===== config.mk =====
export PLATFORM = sky130hd
export DESIGN_NAME = detector_scheduler
export DESIGN_NICKNAME = d
export VERILOG_FILES = /design/src/rtl/detector_sched_pkg.sv /design/src/rtl/rr_arb2.sv /design/src/rtl/detector_scheduler.sv
export SDC_FILE = /design/constraint.sdc
export NUM_CORES = 1
export LEC_CHECK = 0
export ABC_AREA = 1
export BUFFER_PORTS_ARGS = -buffer_cell sky130_fd_sc_hd__buf_2
export CAP_MARGIN = 5
export CELL_PAD_IN_SITES_DETAIL_PLACEMENT = 0
export CELL_PAD_IN_SITES_GLOBAL_PLACEMENT = 2
export CORE_UTILIZATION = 26
export DETAILED_ROUTE_END_ITERATION = 8
export MAX_ROUTING_LAYER = met4
export PLACE_DENSITY = 0.75
export SYNTH_ARGS = -nofsm -noshare
export SYNTH_HDL_FRONTEND = slang
export SYNTH_SLANG_ARGS = --single-unit

===== constraint.sdc =====
create_clock -name clk -period 1.35 [get_ports clk]
set_input_delay 0.27 -clock clk [delete_from_list [all_inputs] [get_ports clk]]
set_output_delay 0.27 -clock clk [all_outputs]
set_load 0.005 [all_outputs]

===== src/rtl/detector_sched_pkg.sv =====
// Shared types and defaults for the detector scheduler slice.
package detector_sched_pkg;

    localparam int unsigned WIDTH_DEF = 8;
    localparam int unsigned CNT_W_DEF = 4;

    typedef enum logic [1:0] {
        IDLE  = 2'd0,
        CLEAR = 2'd1,
        SHIFT = 2'd2,
        DONE  = 2'd3
    } state_t;

endpackage


===== src/rtl/rr_arb2.sv =====
// Two-way round-robin arbiter; rr_last remembers the most recent winner.
module rr_arb2 (
    input  logic clk,
    input  logic rst,
    input  logic en,
    input  logic req0,
    input  logic req1,
    output logic gnt0,
    output logic gnt1
);

    logic rr_last;

    // On contention the requester that did not win last time gets the grant.
    always_comb begin
        gnt0 = en & req0 & (~req1 | rr_last);
        gnt1 = en & req1 & (~req0 | ~rr_last);
    end

    always_ff @(posedge clk) begin
        if (rst) begin
            rr_last <= 1'b1;
        end else if (gnt0) begin
            rr_last <= 1'b0;
        end else if (gnt1) begin
            rr_last <= 1'b1;
        end
    end

endmodule


===== src/rtl/detector_scheduler.sv =====
// Time-shares one serial Mealy detector between two parallel-word requesters
// and returns the per-word detection count with the owner ID.
module detector_scheduler
    import detector_sched_pkg::*;
#(
    parameter int unsigned WIDTH = WIDTH_DEF,
    parameter int unsigned CNT_W = CNT_W_DEF
) (
    input  logic             clk,
    input  logic             rst,
    input  logic             req0,
    input  logic [WIDTH-1:0] data0,
    output logic             ack0,
    input  logic             req1,
    input  logic [WIDTH-1:0] data1,
    output logic             ack1,
    output logic             det_rst,
    output logic             det_en,
    output logic             det_serIn,
    input  logic             det_detect,
    output logic             done,
    output logic [CNT_W-1:0] result_cnt,
    output logic             result_id
);

    localparam int unsigned BIT_W = (WIDTH > 1) ? $clog2(WIDTH) : 1;
    localparam logic [CNT_W-1:0] CNT_MAX = '1;

    state_t             state;
    logic [WIDTH-1:0]   shreg;
    logic [BIT_W-1:0]   bit_cnt;
    logic [CNT_W-1:0]   cnt;
    logic [CNT_W-1:0]   cnt_nxt;
    logic [CNT_W-1:0]   result_cnt_q;
    logic               result_id_q;
    logic               id;
    logic               gnt0;
    logic               gnt1;
    logic               last_bit;

    rr_arb2 u_arb (
        .clk  (clk),
        .rst  (rst),
        .en   (~rst && (state == IDLE)),
        .req0 (req0),
        .req1 (req1),
        .gnt0 (gnt0),
        .gnt1 (gnt1)
    );

    // Saturating increment on a detect pulse; never wraps.
    always_comb begin
        cnt_nxt = cnt;
        if (det_detect && (cnt != CNT_MAX)) begin
            cnt_nxt = cnt + CNT_W'(1);
        end
    end

    assign last_bit = (bit_cnt == BIT_W'(WIDTH - 1));

    always_ff @(posedge clk) begin
        if (rst) begin
            state        <= IDLE;
            shreg        <= '0;
            id           <= 1'b0;
            bit_cnt      <= '0;
            cnt          <= '0;
            result_cnt_q <= '0;
            result_id_q  <= 1'b0;
        end else begin
            case (state)
                IDLE: begin
                    if (gnt0 || gnt1) begin
                        shreg <= gnt1 ? data1 : data0;
                        id    <= gnt1;
                        state <= CLEAR;
                    end
                end
                CLEAR: begin
                    bit_cnt <= '0;
                    cnt     <= '0;
                    state   <= SHIFT;
                end
                SHIFT: begin
                    shreg   <= {shreg[WIDTH-2:0], 1'b0};
                    bit_cnt <= bit_cnt + BIT_W'(1);
                    cnt     <= cnt_nxt;
                    // Result is captured with the last bit's detect included.
                    if (last_bit) begin
                        result_cnt_q <= cnt_nxt;
                        result_id_q  <= id;
                        state        <= DONE;
                    end
                end
                DONE: begin
                    state <= IDLE;
                end
                default: begin
                    state <= IDLE;
                end
            endcase
        end
    end

    // Outputs decode the registered state; rst forces everything quiet except det_rst.
    assign ack0       = gnt0;
    assign ack1       = gnt1;
    assign det_rst    = rst | (state == CLEAR);
    assign det_en     = ~rst & (state == SHIFT);
    assign det_serIn  = det_en & shreg[WIDTH-1];
    assign done       = ~rst & (state == DONE);
    assign result_cnt = rst ? '0 : result_cnt_q;
    assign result_id  = ~rst & result_id_q;

endmodule


# After elaboration in Yosys (flattened, before gate mapping)
# Index checks and enable logic that the tools add are counted.
word_totals:
  wordCells: 55
  input_bits: 21
  output_inout_bits: 11
  ff_bits: 24
op_classes:
  mux: 12
  n_reduce_logical: 11
  n_eq_ne: 7
  bitwise_logic: 15
  n_addsub: 2
ops:
  columns: ["cell", "count"]
  rows:
  - ["two-way mux 8 bit", 2]
  - ["case mux 8 bit (2 select lines)", 1]
  - ["AND 1 bit", 8]
  - ["two-way mux 4 bit", 2]
  - ["case mux 2 bit (4 select lines)", 1]
  - ["case mux 4 bit (2 select lines)", 1]
  - ["AND reduction 2 bit", 4]
  - ["case mux 3 bit (2 select lines)", 1]
  - ["nonzero test 2 bit", 3]
  - ["adder 4 x 1 -> 4 bit (second input constant)", 1]
  - ["== test 2 bit (second input constant)", 2]
  - ["two-way mux 2 bit", 2]
  - ["!= test 4 bit (second input constant)", 1]
  - ["inverter 1 bit", 4]
  - ["adder 3 x 1 -> 3 bit (second input constant)", 1]
  - ["== test 3 bit (second input constant)", 1]
  - ["OR 1 bit", 3]
  - ["== test 2 x 1 -> 1 bit (second input constant)", 1]
  - ["logical AND 1 bit", 2]
  - ["zero test 2 bit", 1]
  - ["two-way mux 1 bit", 2]
  - ["!= test 2 x 1 -> 1 bit (second input constant)", 1]
  - ["!= test 2 bit (second input constant)", 1]
  - ["logical OR 1 bit", 1]

# Depth between registers and ports, before layout
depth:
  word_depth: 7
  depth_mapped: 11

# Cells and area by module
# Synthesis repeated with hierarchy kept, for this count alone.
hier_totals:
  cells_unflattened: 194
  hier_area_um2: 1323.8
by_module_without_submodules:
  columns: ["mod", "area_per_inst_um2", "cells_each", "instances"]
  rows:
  - ["detector_scheduler", 1252.5, 182, 1]
  - ["rr_arb2", 71.3, 12, 1]

# Least setup slack after synthesis
# Ideal clock, no wire load.
synth_timing:
  path_type: "flip-flop to flip-flop"
  start: "register state[0]"
  end: "register shreg[3]"
  arrival_time_ns: 1.346
  n_path_buf: 1
  required_time_ns: 1.235
  path_stages_with_launch: 11
  path_slack_ns: -0.111
  cell_sequence: "dfxtp_1 -> inv_1 -> ha_1 -> inv_1 -> nor2_4 -> nand3_4 -> nand3_4 -> buf_6 -> nand2_1 -> nor2_1 -> nor2_1"
synth_via:
  elab_chain_len: 7
  word_cells_on_any_way: 14
synth_lines:
  columns: ["element", "line", "rtl"]
  rows:
  - ["start: declaration", "detector_scheduler.sv:29", "state_t state;"]
  - ["start signal: assignment", "detector_scheduler.sv:63", "state <= IDLE;"]
  - ["start signal: assignment", "detector_scheduler.sv:76", "state <= CLEAR;"]
  - ["start signal: assignment", "detector_scheduler.sv:82", "state <= SHIFT;"]
  - ["zero test 2 bit", "detector_scheduler.sv:44, detector_scheduler.sv:71", null]
  - ["logical AND 1 bit", "detector_scheduler.sv:44", ".en (~rst && (state == IDLE)),"]
  - ["AND 1 bit (on tied branches) (2 in a row)", "rr_arb2.sv:17, rr_arb2.sv:16", null]
  - ["two-way mux 8 bit or logical OR 1 bit (tied branches)", "detector_scheduler.sv:74, detector_scheduler.sv:73", null]
  - ["two-way mux 8 bit or != test 2 x 1 -> 1 bit (tied branches)", null, null]
  - ["case mux 8 bit (2 select lines) or AND reduction 2 bit (tied branches)", null, null]
  - ["end signal: assignment", "detector_scheduler.sv:74", "shreg <= gnt1 ? data1 : data0;"]
  - ["end signal: assignment", "detector_scheduler.sv:85", "shreg <= {shreg[WIDTH-2:0], 1'b0};"]
  - ["end: declaration", "detector_scheduler.sv:30", "logic [WIDTH-1:0] shreg;"]
# Parallel ways exist; a longest one is shown, timed or not. The select of a mux whose other input is x is not followed.
# A chain may end at the register's enable or synchronous reset.

# Final worst setup path
layout_timing:
  start: "register state[1]"
  end: "output port det_serIn"
layout_via:
  elab_chain_len: 3
layout_lines:
  columns: ["element", "line", "rtl"]
  rows:
  - ["== test 2 bit", "detector_scheduler.sv:109", "assign det_en = ~rst & (state == SHIFT);"]
  - ["AND 1 bit", "detector_scheduler.sv:109", null]
  - ["AND 1 bit", "detector_scheduler.sv:110", "assign det_serIn = det_en & shreg[WIDTH-1];"]
  - ["end: declaration", "detector_scheduler.sv:19", "output logic det_serIn,"]
# Every way passes these cells.

==> results.sh <==
export IMPL_antenna_found_initial=0
export IMPL_crit_path_max_incr_delay_ps=340
export IMPL_synth_area_leader_cell="dfxtp_1"
export IMPL_ys_top_cells_by_area="dfxtp_1 33%, nand2_1 15%, inv_1 8.6%"
export IMPL_avgSynthCellArea_um2=6.71
export IMPL_critical_path_depth=5
export IMPL_path_clk_slew_ps=90
export IMPL_powerDensity_nw_per_um2=1480
export IMPL_drt_iter0_markers=67
export IMPL_start_util=0.275
export IMPL_syn_nets=244
export IMPL_die_w_um=76.5
export IMPL_dr_total_vias=1465
export IMPL_area_growth_syn_to_layout_pct=49.6
export IMPL_endpoint="det_serIn"
export IMPL_start_kind="flip-flop"
export IMPL_r2r_start="state[0]"
export IMPL_dr_wl_met3_um=93
export IMPL_cp_max_fo=2
export IMPL_syn_inst=215
export IMPL_die_area_um2=5850
export IMPL_grt_overflow=0
export IMPL_die_height_um=76.5
export IMPL_end_kind="output pin"
export IMPL_grt_pass1_wl_mm=6.16
export IMPL_ys_seq_elements=24
export IMPL_rows=26
export IMPL_synth_cell_types=25
export IMPL_vias_per_cell=4.27
export IMPL_path_buf_inv=3
export IMPL_root_buffer="clkbuf_8"
export IMPL_track_usage=0.136
export IMPL_n_antenna_cell=0
export IMPL_met1_length_mm=1.77
export IMPL_worst_endpoint_arrival_ps=1280
export IMPL_finalWirelength_mm=3.62
export IMPL_hp_class="in -> reg"
export IMPL_dp_cells=328
export IMPL_crit_path_start="state[1]"
export IMPL_synth_seq_area_share=0.333
export IMPL_io_buffers=31
export IMPL_crit_required_ps=1080
export IMPL_cp_common_cell="buf_6"
export IMPL_stdcell_count=343
export IMPL_grt_pass1_vias=1352
export IMPL_max_slew_margin=0.833
export IMPL_cts_max_level=1
export IMPL_ant_nets=0
export IMPL_topRoutingLayerUsed="met4"
export IMPL_leakage_nw=1.07
export IMPL_postPlaceCellArea_um2=1810
export IMPL_dr_pass1_iters=4
export IMPL_yosysWarnings=0
export IMPL_rr_endpoint="shreg[0]"
export IMPL_fin_area_um2=2160
export IMPL_clock_skew_ps=1.34
export IMPL_gp_congestion=0.731
export IMPL_final_hold_violation_count=0
export IMPL_synthDominantCellAreaShare=0.333
export IMPL_dp_hpwl_mm=2.58
export IMPL_drive_gt1_frac=0.399
export IMPL_violations="setup timing"
export IMPL_fin_crit_ps=1550
export IMPL_worst_pin_slew_ps=251
export IMPL_wl_met2_mm=1.73
export IMPL_fmax_ghz=0.647
export IMPL_cts_buffers=3
export IMPL_numClockSinks=24
export IMPL_crit_type="reg -> out"
export IMPL_finalCritPeriodShare=1.15
export IMPL_tritoncts="done"
export IMPL_maxSlewViolCount=0
export IMPL_reg2regPathDepth=12
export IMPL_nets=303
export IMPL_grt_max_degree=19
export IMPL_syn_cell_area_um2=1440
export IMPL_rrSetupSlack_ps=-130
export IMPL_maxCapViolCount=0
export IMPL_cpMaxStageDelayCell="dfxtp_2"
export IMPL_vdd_ir_drop_max_uv=607
export IMPL_wl_per_cell_um=10.6
export IMPL_outcome="finished, violations left"
export IMPL_cts_buffer_depth=2
export IMPL_core_um2=5240
export IMPL_fin_ws_ps=-196
export IMPL_num_fill_cells=569
export IMPL_postLayoutCoreUtil=0.412
export IMPL_rsz0062_at_grt="yes"
export IMPL_setup_tns_ps=-1980
export IMPL_drc=0
export IMPL_crit_chain="buf_6, ha_4, buf_6, and3_4, buf_6"
export IMPL_clk_latency_ps=270
export IMPL_crit_family="flip-flops"
export IMPL_setup_viol=16
export IMPL_ios=32
flip-flops by register name (all words and copies together) (netlist names):
signal	flops
shreg	8
cnt	4
result_cnt_q	4
bit_cnt	3
state	2
id	1
result_id_q	1
u_arb.rr_last	1
cell usage after synthesis:
cell and count:
o21ai_0 4, xnor2_1 1, dfxtp_1 24, o211ai_1 1, nand3_2 1, nand2_2 1, buf_6 2, nor2_1 26
clkbuf_1 3, or2_2 2, nand2_4 1, o21bai_1 1, buf_2 2, nand3_4 3, o21a_1 1, nor2_4 2
ha_1 8, a21oi_1 18, and3_1 1, nand4_1 4, nand3_1 12, a211oi_1 1, inv_1 33, nand2_1 59
o21ai_1 4
worst register-to-register path, delay by kind of cell (launching register included):
family | cells | cell delay, ps
flip-flops | 1 | 340
buffers and inverters | 4 | 400
adder cells (fa/ha/maj) | 1 | 160
AND/OR/NAND/NOR | 7 | 510
logic make-up after synthesis:
kind of cell	Yosys count	share of synthesized area
xor+xnor	1	0.00607
buf+inv	40	0.116
flops	24	0.333
fa+ha+maj	8	0.0694
compound gates	30	0.111
simple gates	112	0.364
stage by stage:
stage / setup WS [ps] / hold slack [ps] / total power [mW]
4_1_cts: -198 / 342 / 3.13
2_1_floorplan: -27.7 / 426 / 1.73
3_3_place_gp: -59.2 / 441 / 2.15
3_5_place_dp: -69.1 / 445 / 2.15
5_1_grt: -236 / 375 / 3.44
6_report: -196 / 353 / 3.20
placed cells by master, fill, tap and decap left out, drive strengths merged, types with 2 or more instances in the layout:
cell / instances
buf: 61
nand4: 4
dfxtp: 24
nand2: 61
nand3: 16
o21ai: 8
ha: 8
nor2: 28
a21oi: 18
or2: 2
inv: 33
clkbuf: 3
routing by layer:
layer | GRT usage | vias to the layer above
met5 | - | -
met1 | 0.167 | 656
met3 | 0.0228 | 2
li1 | - | 788
met2 | 0.225 | 19
met4 | 0.0404 | 0
report_power, final:
group,switching [mW],internal [mW]
Clock,0.253,0.397
Combinational,0.835,0.772
Sequential,0.0811,0.858
worst min-delay path by stage:
stage / depth (start not counted) / startpoint / to / slack, ps
2_1_floorplan: 3 / rst / result_cnt_q[1] / 430
3_3_place_gp: 2 / result_id_q / result_id_q / 440
3_5_place_dp: 2 / result_id_q / result_id_q / 440
4_1_cts: 5 / data1[1] / shreg[1] / 340
5_1_grt: 5 / data1[2] / shreg[2] / 370
6_report: 5 / data1[1] / shreg[1] / 350
layout make-up:
| cell class | instances | area, µm² | share of cell area |
|---|---|---|---|
| sequential | 24 | 485 | 0.225 |
| clock inverter | 1 | 30.0 | 0.0139 |
| timing repair buffer | 61 | 435 | 0.202 |
| inverter | 33 | 134 | 0.0620 |
| tap | 70 | 87.6 | 0.0406 |
| multi-input combinational | 151 | 945 | 0.438 |
| clock buffer | 3 | 41.3 | 0.0191 |
what timing repair did:
item / 4_1_cts / 5_1_grt
gates cloned: 0 / 0
pin swaps: 8 / 4
setup buffers: 8 / 3
setup endpoints to repair: 24 / 26
gates resized for setup: 28 / 24
endpoints found under the hold margin: 0 / 0
hold buffers: 0 / 0
Power figures use the tool's default switching activity.
